==> src/rtl/edge_pulse_pkg.sv <==
// Shared encodings and helpers for the edge-to-pulse generator.
// Mode bit 0 selects rising edges, bit 1 selects falling edges.
package edge_pulse_pkg;

    localparam logic [1:0] MODE_OFF  = 2'b00;
    localparam logic [1:0] MODE_RISE = 2'b01;
    localparam logic [1:0] MODE_FALL = 2'b10;
    localparam logic [1:0] MODE_BOTH = 2'b11;

    typedef enum logic [1:0] {
        ST_IDLE  = 2'd0,
        ST_PULSE = 2'd1,
        ST_GAP   = 2'd2
    } state_e;

    // Counter must hold the larger of the two reload values without wrapping.
    function automatic int cnt_width(input int pulse_len, input int gap_len);
        int m;
        m = (pulse_len > gap_len) ? pulse_len : gap_len;
        if (m < 1) begin
            return 1;
        end
        return $clog2(m + 1);
    endfunction

    function automatic logic edge_qualifies(input logic [1:0] mode,
                                            input logic       rise,
                                            input logic       fall);
        logic q;
        case (mode)
            MODE_OFF:  q = 1'b0;
            MODE_RISE: q = rise;
            MODE_FALL: q = fall;
            MODE_BOTH: q = rise | fall;
            default:   q = 1'b0;
        endcase
        return q;
    endfunction

endpackage

==> src/rtl/edge_pulse_ch.sv <==
// One edge-to-pulse channel: synchroniser, edge detector, pulse/lockout FSM
// with down-counter, and a sticky overrun flag.
//
//  state    | meaning
//  ---------+-------------------------------------------------------------
//  ST_IDLE  | waiting for a qualifying edge, out=0, busy=0
//  ST_PULSE | driving out=1 until the width counter reaches 0
//  ST_GAP   | lockout after a pulse, out=0, busy=1, edges are dropped
module edge_pulse_ch
    import edge_pulse_pkg::*;
#(
    parameter int SYNC_STAGES = 2,
    parameter int PULSE_LEN   = 1,
    parameter int GAP_LEN     = 0,
    parameter int RETRIG      = 0
) (
    input  logic       clk_i,
    input  logic       clr_i,
    input  logic       en_i,
    input  logic [1:0] mode_i,
    input  logic       in_i,
    input  logic       ovr_clr_i,
    output logic       out_o,
    output logic       busy_o,
    output logic       ovr_o
);

    localparam int              CW         = cnt_width(PULSE_LEN, GAP_LEN);
    localparam logic [CW-1:0]   PULSE_LOAD = CW'(PULSE_LEN - 1);
    localparam logic [CW-1:0]   GAP_LOAD   = (GAP_LEN > 0) ? CW'(GAP_LEN - 1) : '0;
    localparam bit              HAS_GAP    = (GAP_LEN > 0);
    localparam bit              DO_RETRIG  = (RETRIG != 0);

    logic          in_s;
    logic          prev_q;
    logic          rise;
    logic          fall;
    logic          trig;

    state_e        state_q, state_d;
    logic [CW-1:0] cnt_q,   cnt_d;
    logic          out_q,   out_d;
    logic          busy_q,  busy_d;
    logic          ovr_q,   ovr_d;
    logic          ovr_set;

    generate
        if (SYNC_STAGES == 0) begin : g_nosync
            assign in_s = in_i;
        end else begin : g_sync
            logic [SYNC_STAGES-1:0] sync_q;

            always_ff @(posedge clk_i or posedge clr_i) begin
                if (clr_i) begin
                    sync_q <= '0;
                end else begin
                    sync_q[0] <= in_i;
                    for (int k = 1; k < SYNC_STAGES; k++) begin
                        sync_q[k] <= sync_q[k-1];
                    end
                end
            end

            assign in_s = sync_q[SYNC_STAGES-1];
        end
    endgenerate

    // prev tracks regardless of enable so re-enabling never sees a stale edge.
    always_ff @(posedge clk_i or posedge clr_i) begin
        if (clr_i) begin
            prev_q <= 1'b0;
        end else begin
            prev_q <= in_s;
        end
    end

    assign rise = in_s & ~prev_q;
    assign fall = ~in_s & prev_q;
    assign trig = en_i & edge_qualifies(mode_i, rise, fall);

    always_ff @(posedge clk_i or posedge clr_i) begin
        if (clr_i) begin
            state_q <= ST_IDLE;
            cnt_q   <= '0;
            out_q   <= 1'b0;
            busy_q  <= 1'b0;
            ovr_q   <= 1'b0;
        end else begin
            state_q <= state_d;
            cnt_q   <= cnt_d;
            out_q   <= out_d;
            busy_q  <= busy_d;
            ovr_q   <= ovr_d;
        end
    end

    always_comb begin
        state_d = state_q;
        cnt_d   = cnt_q;
        ovr_set = 1'b0;
        if (!en_i) begin
            state_d = ST_IDLE;
            cnt_d   = '0;
        end else begin
            case (state_q)
                ST_IDLE: begin
                    if (trig) begin
                        state_d = ST_PULSE;
                        cnt_d   = PULSE_LOAD;
                    end
                end
                ST_PULSE: begin
                    if (trig && DO_RETRIG) begin
                        cnt_d = PULSE_LOAD;
                    end else if (cnt_q == '0) begin
                        if (HAS_GAP) begin
                            state_d = ST_GAP;
                            cnt_d   = GAP_LOAD;
                            ovr_set = trig;
                        end else if (trig) begin
                            // back-to-back pulse: out stays high, nothing dropped
                            cnt_d = PULSE_LOAD;
                        end else begin
                            state_d = ST_IDLE;
                        end
                    end else begin
                        cnt_d   = cnt_q - CW'(1);
                        ovr_set = trig;
                    end
                end
                ST_GAP: begin
                    ovr_set = trig;
                    if (cnt_q == '0) begin
                        state_d = ST_IDLE;
                    end else begin
                        cnt_d = cnt_q - CW'(1);
                    end
                end
                default: begin
                    state_d = ST_IDLE;
                    cnt_d   = '0;
                end
            endcase
        end
    end

    always_comb begin
        out_d  = (state_d == ST_PULSE);
        busy_d = (state_d != ST_IDLE);
        if (ovr_set) begin
            ovr_d = 1'b1;
        end else if (ovr_clr_i) begin
            ovr_d = 1'b0;
        end else begin
            ovr_d = ovr_q;
        end
    end

    assign out_o  = out_q;
    assign busy_o = busy_q;
    assign ovr_o  = ovr_q;

endmodule

==> src/rtl/edge_pulse_gen.sv <==
// Multi-channel edge-to-pulse generator; each channel is an independent
// edge_pulse_ch with its own two-bit slice of the mode bus.
module edge_pulse_gen
    import edge_pulse_pkg::*;
#(
    parameter int N_CH        = 4,
    parameter int SYNC_STAGES = 2,
    parameter int PULSE_LEN   = 1,
    parameter int GAP_LEN     = 0,
    parameter int RETRIG      = 0
) (
    input  logic              clk_i,
    input  logic              clr_i,
    input  logic [N_CH-1:0]   en_i,
    input  logic [2*N_CH-1:0] mode_i,
    input  logic [N_CH-1:0]   in_i,
    input  logic [N_CH-1:0]   ovr_clr_i,
    output logic [N_CH-1:0]   out_o,
    output logic [N_CH-1:0]   busy_o,
    output logic [N_CH-1:0]   ovr_o
);

    generate
        for (genvar i = 0; i < N_CH; i++) begin : g_ch
            edge_pulse_ch #(
                .SYNC_STAGES (SYNC_STAGES),
                .PULSE_LEN   (PULSE_LEN),
                .GAP_LEN     (GAP_LEN),
                .RETRIG      (RETRIG)
            ) u_ch (
                .clk_i     (clk_i),
                .clr_i     (clr_i),
                .en_i      (en_i[i]),
                .mode_i    (mode_i[2*i+1:2*i]),
                .in_i      (in_i[i]),
                .ovr_clr_i (ovr_clr_i[i]),
                .out_o     (out_o[i]),
                .busy_o    (busy_o[i]),
                .ovr_o     (ovr_o[i])
            );
        end
    endgenerate

endmodule
==> config.mk <==
export PLATFORM = sky130hd
export DESIGN_NAME = edge_pulse_gen
export DESIGN_NICKNAME = d
export VERILOG_FILES = /design/src/rtl/edge_pulse_pkg.sv /design/src/rtl/edge_pulse_ch.sv /design/src/rtl/edge_pulse_gen.sv
export SDC_FILE = /design/constraint.sdc
export NUM_CORES = 1
export LEC_CHECK = 0
export BUFFER_PORTS_ARGS = -buffer_cell sky130_fd_sc_hd__buf_2
export CAP_MARGIN = 20
export CELL_PAD_IN_SITES_DETAIL_PLACEMENT = 1
export CELL_PAD_IN_SITES_GLOBAL_PLACEMENT = 1
export CORE_UTILIZATION = 37
export DETAILED_ROUTE_END_ITERATION = 7
export PLACE_DENSITY = 0.82
export SKIP_LAST_GASP = 1
export SLEW_MARGIN = 30
export SYNTH_ARGS = -nofsm -noshare
export SYNTH_HDL_FRONTEND = slang
export SYNTH_SLANG_ARGS = --single-unit
==> constraint.sdc <==
create_clock -name clk_i -period 1.69 [get_ports clk_i]
set_clock_uncertainty 0.1 [all_clocks]
set_input_delay 0.2535 -clock clk_i [delete_from_list [all_inputs] [get_ports clk_i]]
set_output_delay 0.2535 -clock clk_i [all_outputs]
set_load 0.02 [all_outputs]
**Word level (Yosys, flattened, before mapping)**

Cells that the tools add are included.

- Register bits: 36
- Output and inout port bits: 12
- Logic and storage cells: 168

- $add $sub $neg: 4
- Equal/unequal tests: 28
- Multiplexer cells: 64
- Bitwise operators: 24
- Reduce and logical (&&, ||, !) cells: 20

Operators with widths:

| cell | number |
|---|---|
| two-way mux 2 bit | 20 |
| two-way mux 1 bit | 28 |
| == test 2 x 1 -> 1 bit, second input constant | 12 |
| == test 2 bit, second input constant | 12 |
| case mux 2 bit (3 select lines) | 4 |
| logical NOT 2 bit | 8 |
| case mux 1 bit (2 select lines) | 8 |
| case mux 1 bit (4 select lines) | 4 |
| nonzero test 2 bit | 8 |
| AND 1 bit | 12 |
| inequality test 3 x 2 -> 1 bit, second input constant | 4 |
| inverter 1 bit | 8 |
| OR reduction 2 bit | 4 |
| bitwise OR 1 bit | 4 |
| subtractor 1 bit, second input constant | 4 |

**Logic depth before layout (Yosys ltp)**

- Depth in word-level cells: 10
- Mapped depth: 7
- Gate-level depth less buffers: 6

**By module**

Synthesis repeated with hierarchy kept, for this count alone.

- Cell total of the unflattened synthesis: 188
- Area, all modules: 1960.6 µm²

By module, submodules not included:

| module | instances | cells each | area each (µm²) |
|---|---|---|---|
| edge_pulse_ch at g_ch[1].u_ch ... | 2 | 47 | 483.0 |
| edge_pulse_ch at g_ch[0].u_ch | 1 | 47 | 501.7 |
| edge_pulse_ch at g_ch[2].u_ch | 1 | 47 | 493.0 |

**Worst setup path before layout**

No wires, ideal clock.

- Path type: reg-to-reg
- From: reg g_ch[0].u_ch.g_sync.sync_q[1]
- To: reg g_ch[0].u_ch.out_q
- Setup time: 77 ps
- Arrival time: 1530 ps
- Data required time: 1513 ps
- Path slack: -17 ps
- Stages on the path, launching flop included: 7
- Path buffers: 0
- Period minus slack after synthesis: 1707 ps
- Cells stage by stage: dfrtp_1 inv_1 ha_1 and2_4 o31a_1 o41a_1 a21oi_1

- Longest elaborated chain between the ends: 10
- Elaborated cells on any way between the ends: 12

Ends and longest elaborated chain:

| item | line | source |
|---|---|---|
| start, declared | edge_pulse_ch.sv:51 | `logic [SYNC_STAGES-1:0] sync_q;` |
| start signal, assigned by index | edge_pulse_ch.sv:59 | `sync_q[k] <= sync_q[k-1];` |
| inverter 1 bit | edge_pulse_ch.sv:78 | `assign fall = ~in_s & prev_q;` |
| AND 1 bit | edge_pulse_ch.sv:78 |  |
| bitwise OR 1 bit | edge_pulse_pkg.sv:34 | `MODE_BOTH: q = rise \| fall;` |
| case mux 1 bit (4 select lines) * | edge_pulse_pkg.sv:30 | `case (mode)` |
| AND 1 bit * | edge_pulse_ch.sv:79 | `assign trig = en_i & edge_qualifies(mode_i, rise, fall);` |
| two-way mux 2 bit | edge_pulse_ch.sv:120 | `end else if (trig) begin` |
| two-way mux 2 bit | edge_pulse_ch.sv:115 | `end else if (cnt_q == '0) begin` |
| case mux 2 bit (3 select lines) * | edge_pulse_ch.sv:105 | `case (state_q)` |
| two-way mux 2 bit * | edge_pulse_ch.sv:101 | `if (!en_i) begin` |
| == test 2 x 1 -> 1 bit * | edge_pulse_ch.sv:148 | `out_d = (state_d == ST_PULSE);` |
| via g_ch[0].u_ch.out_d | edge_pulse_ch.sv:42 | `logic out_q, out_d;` |
| end signal, assigned | edge_pulse_ch.sv:91 | `out_q <= out_d;` |
| end, declared | edge_pulse_ch.sv:42 |  |

Mark *: on every way through the listed nets, which the timed path passes. The rest lies on a longest branch.
A chain may end at the register's enable or synchronous reset.

**Worst setup path in the final report**

- From: reg g_ch[0].u_ch.prev_q
- To: reg g_ch[0].u_ch.out_q

- Longest elaborated chain between the ends: 10
- Elaborated cells on any way between the ends: 12

Ends and longest elaborated chain:

| item | line | source |
|---|---|---|
| start, declared | edge_pulse_ch.sv:35 | `logic prev_q;` |
| start signal, assigned | edge_pulse_ch.sv:73 | `prev_q <= in_s;` |
| inverter 1 bit | edge_pulse_ch.sv:77 | `assign rise = in_s & ~prev_q;` |
| AND 1 bit | edge_pulse_ch.sv:77 |  |
| bitwise OR 1 bit | edge_pulse_pkg.sv:34 |  |
| case mux 1 bit (4 select lines) * | edge_pulse_pkg.sv:30 |  |
| AND 1 bit * | edge_pulse_ch.sv:79 |  |
| two-way mux 2 bit | edge_pulse_ch.sv:120 |  |
| two-way mux 2 bit | edge_pulse_ch.sv:115 |  |
| case mux 2 bit (3 select lines) * | edge_pulse_ch.sv:105 |  |
| two-way mux 2 bit * | edge_pulse_ch.sv:101 |  |
| == test 2 x 1 -> 1 bit * | edge_pulse_ch.sv:148 |  |
| via g_ch[0].u_ch.out_d | edge_pulse_ch.sv:42 |  |

Marks and branches as above.

==> run_results.csv <==
group,metric,value,unit
logic_synthesis,ys_seq_area_frac,0.493,
drt,ant_nets,0,
critical_path,critPathRequiredTime,1.80,ns
logic_synthesis,ys_types,33,
logic_synthesis,netlist_area,1620,sq um
global_route,grt_pass1_wl,5.22,mm
pwr,ir_drop,522,uV
global_route,antenna_found_initial,0,
logic_synthesis,synth.area.top_cells,"dfrtp_1 (49%), ha_1 (12%), buf_4 (5.6%), inv_1 (5.1%), nand2b_1 (3.1%)",
critical_path,cp_max_fo,3,
drt,viasPerCell,4.87,
final_layout,final_cell_mix,"buf_2 (33), dfrtp_1 (32), inv_1 (22)",
final_layout,drive_gt1_frac,0.325,
drt,drt_iter0_drc,41,
logic_synthesis,synth_edf_count,0,
logic_synthesis,yosys_warnings,0,
critical_path,startpoint,"g_ch[0].u_ch.prev_q",
placed_design,dpl.hpwl,2.38,mm
clock_tree,clockBufferDepth,2,
critical_path,r2r_slack,-0.03,ns
sta,setup_violations,1,
clock_tree,htree_levels,2,
critical_path,critPathKind,"register to register",
pwr,p_leak,0.00106,uW
logic_synthesis,yosysTopAreaCell,"dfrtp_1",
critical_path,startpoint_type,"register",
sta,fmax,582,MHz
status,status,"finished with violations",
floorplan,die_height,68.2,microns
global_route,track_usage,0.153,
logic_synthesis,synthCells,155,
sta,finalCriticalPeriod,1.72,ns
floorplan,rows,23,
floorplan,ios,34,
clock_tree,cts_made_buffers,5,
sta,setup_slack,-0.0280,ns
clock_tree,cts_tree,"built",
drt,dr.pass1.iters,2,
final_layout,fin_util,0.501,
global_route,first_global_vias,1222,
min_path,hold_path_class,"primary input to register",
sta,holdWs,0.0688,ns
sta,hold_viol,0,
critical_path,arrival,1.83,ns
drt,route.detailed.drc,0,
clock_tree,clkSlewWorstSetupHoldPaths,0.07,ns
drt,wl,3.30,mm
clock_tree,clock-root-buffer,"clkbuf_8",
final_layout,area_growth_syn_to_layout,27.1,%
final_layout,nets,240,
critical_path,critPathCaptureType,"register",
logic_synthesis,ys_seq_elements,32,
global_route,overflow,0,
placed_design,port_buffers,33,
sta,timing.final.crit_share,1.02,
floorplan,core,4120,sq um
pwr,p_total,1660,uW
drt,num_vias,1232,
drt,post_drt_wl_per_cell,13.0,microns
min_path,hold_path.startpoint,"ovr_clr_i[3]",
sta,rsz0062_at_grt,"true",
logic_synthesis,avgSynthCellArea,10.5,sq um
sta,slew_viol_final,0,
final_layout,final_common_cell,"buf_2",
clock_tree,clk-insertion-delay-late,0.27,ns
critical_path,reg2reg_from,"g_ch[0].u_ch.prev_q",
run,maxCapViolCount,0,
pwr,power_density,804,nW/um^2
floorplan,start_util,0.394,
final_layout,antenna_cells,0,
global_route,grt_max_degree,33,
floorplan,die_w,68.2,microns
clock_tree,cts.sinks,32,
logic_synthesis,synth-main-ff-cell,"dfrtp_1",
logic_synthesis,synth_top_cell_area_share,0.493,
floorplan,dieArea,4650,sq um
final_layout,fill_cells,473,
placed_design,gp_congestion,0.798,
logic_synthesis,async_flop_share,1.00,
status,violations,"setup timing",
## metal layers
layer / up-vias / routed length, microns / track usage
li1: 604 / - / -
met1: 599 / 1390 / 0.180
met2: 25 / 1750 / 0.265
met3: 4 / 134 / 0.0517
met4: 0 / 27 / 0.0417
met5: - / 0 / 0
## logic make-up after synthesis
group,synth area share
other,0.00231
AO/OA/AOI/OAI,0.144
multiplexers,0.00617
AND/OR/NAND/NOR,0.122
buffers and inverters,0.109
adder cells (fa/ha/maj),0.123
flip-flops,0.493
## power by group
| group | switching [uW] | internal (uW) | total (uW) |
|---|---|---|---|
| Combinational | 132 | 111 | 243 |
| Sequential | 18.8 | 801 | 819 |
| Clock | 270 | 325 | 595 |
| Total | 421 | 1240 | 1660 |
## area by class of cell
type	instances	area [sq um]	area share
Sequential cell	32	801	0.388
Multi-Input combinational cell	89	703	0.341
Timing Repair Buffer	52	320	0.155
Clock buffer	6	82.6	0.0400
Inverter	22	82.6	0.0400
Tap cell	50	62.6	0.0303
Clock inverter	2	10.0	0.00485
## final timing paths
check,cells past startpoint,end
min in group asynchronous,4,g_ch[1].u_ch.busy_o
max reg2reg,5,g_ch[0].u_ch.out_o
max,5,g_ch[0].u_ch.out_o
max in group asynchronous,4,g_ch[1].u_ch.g_sync.sync_q[1]
min reg2reg,0,g_ch[0].u_ch.g_sync.sync_q[1]
min,2,g_ch[3].u_ch.ovr_o
## state kept, by name (all words and copies together), names as in the netlist
name	count
g_ch.u_ch.prev_q	4
g_ch.u_ch.state_q	8
g_ch.u_ch.out_o	4
g_ch.u_ch.ovr_o	4
g_ch.u_ch.g_sync.sync_q	8
g_ch.u_ch.busy_o	4
## cell usage after synthesis, drive strengths merged, types with 3 or more instances
cell	n
inv	22
a21boi	3
a21oi	4
ha	16
nand3	6
o21ai	5
dfrtp	32
nand2	6
o2111ai	5
nand2b	8
buf	12
nor2	12
## per-stage QoR
stage,area [sq um],setup TNS [ns],setup slack (ns),std cells
floorplan,1630,0,0.000316,156
global placement,1840,-0.00257,-0.00257,237
detailed placement,1840,-0.0525,-0.0525,237
CTS,2010,-0.0502,-0.0459,253
global route,2060,-0.247,-0.0821,253
finish,2060,-0.0280,-0.0280,253
## what timing repair did
item	in CTS	in global routing
resized for setup	1	12
hold buffers	5	0
endpoints found under the hold margin	36	0
buffers inserted	3	0
pin swaps	4	13
endpoints found under the setup margin	1	14
## critical path: stages, from the launching register on
cell and delay, ns:
dfrtp_1 0.38, ha_1 0.29, and2_4 0.15, o31a_1 0.25, o41a_1 0.38, a21oi_2 0.12
No activity file was read; power rests on OpenSTA's default activity.
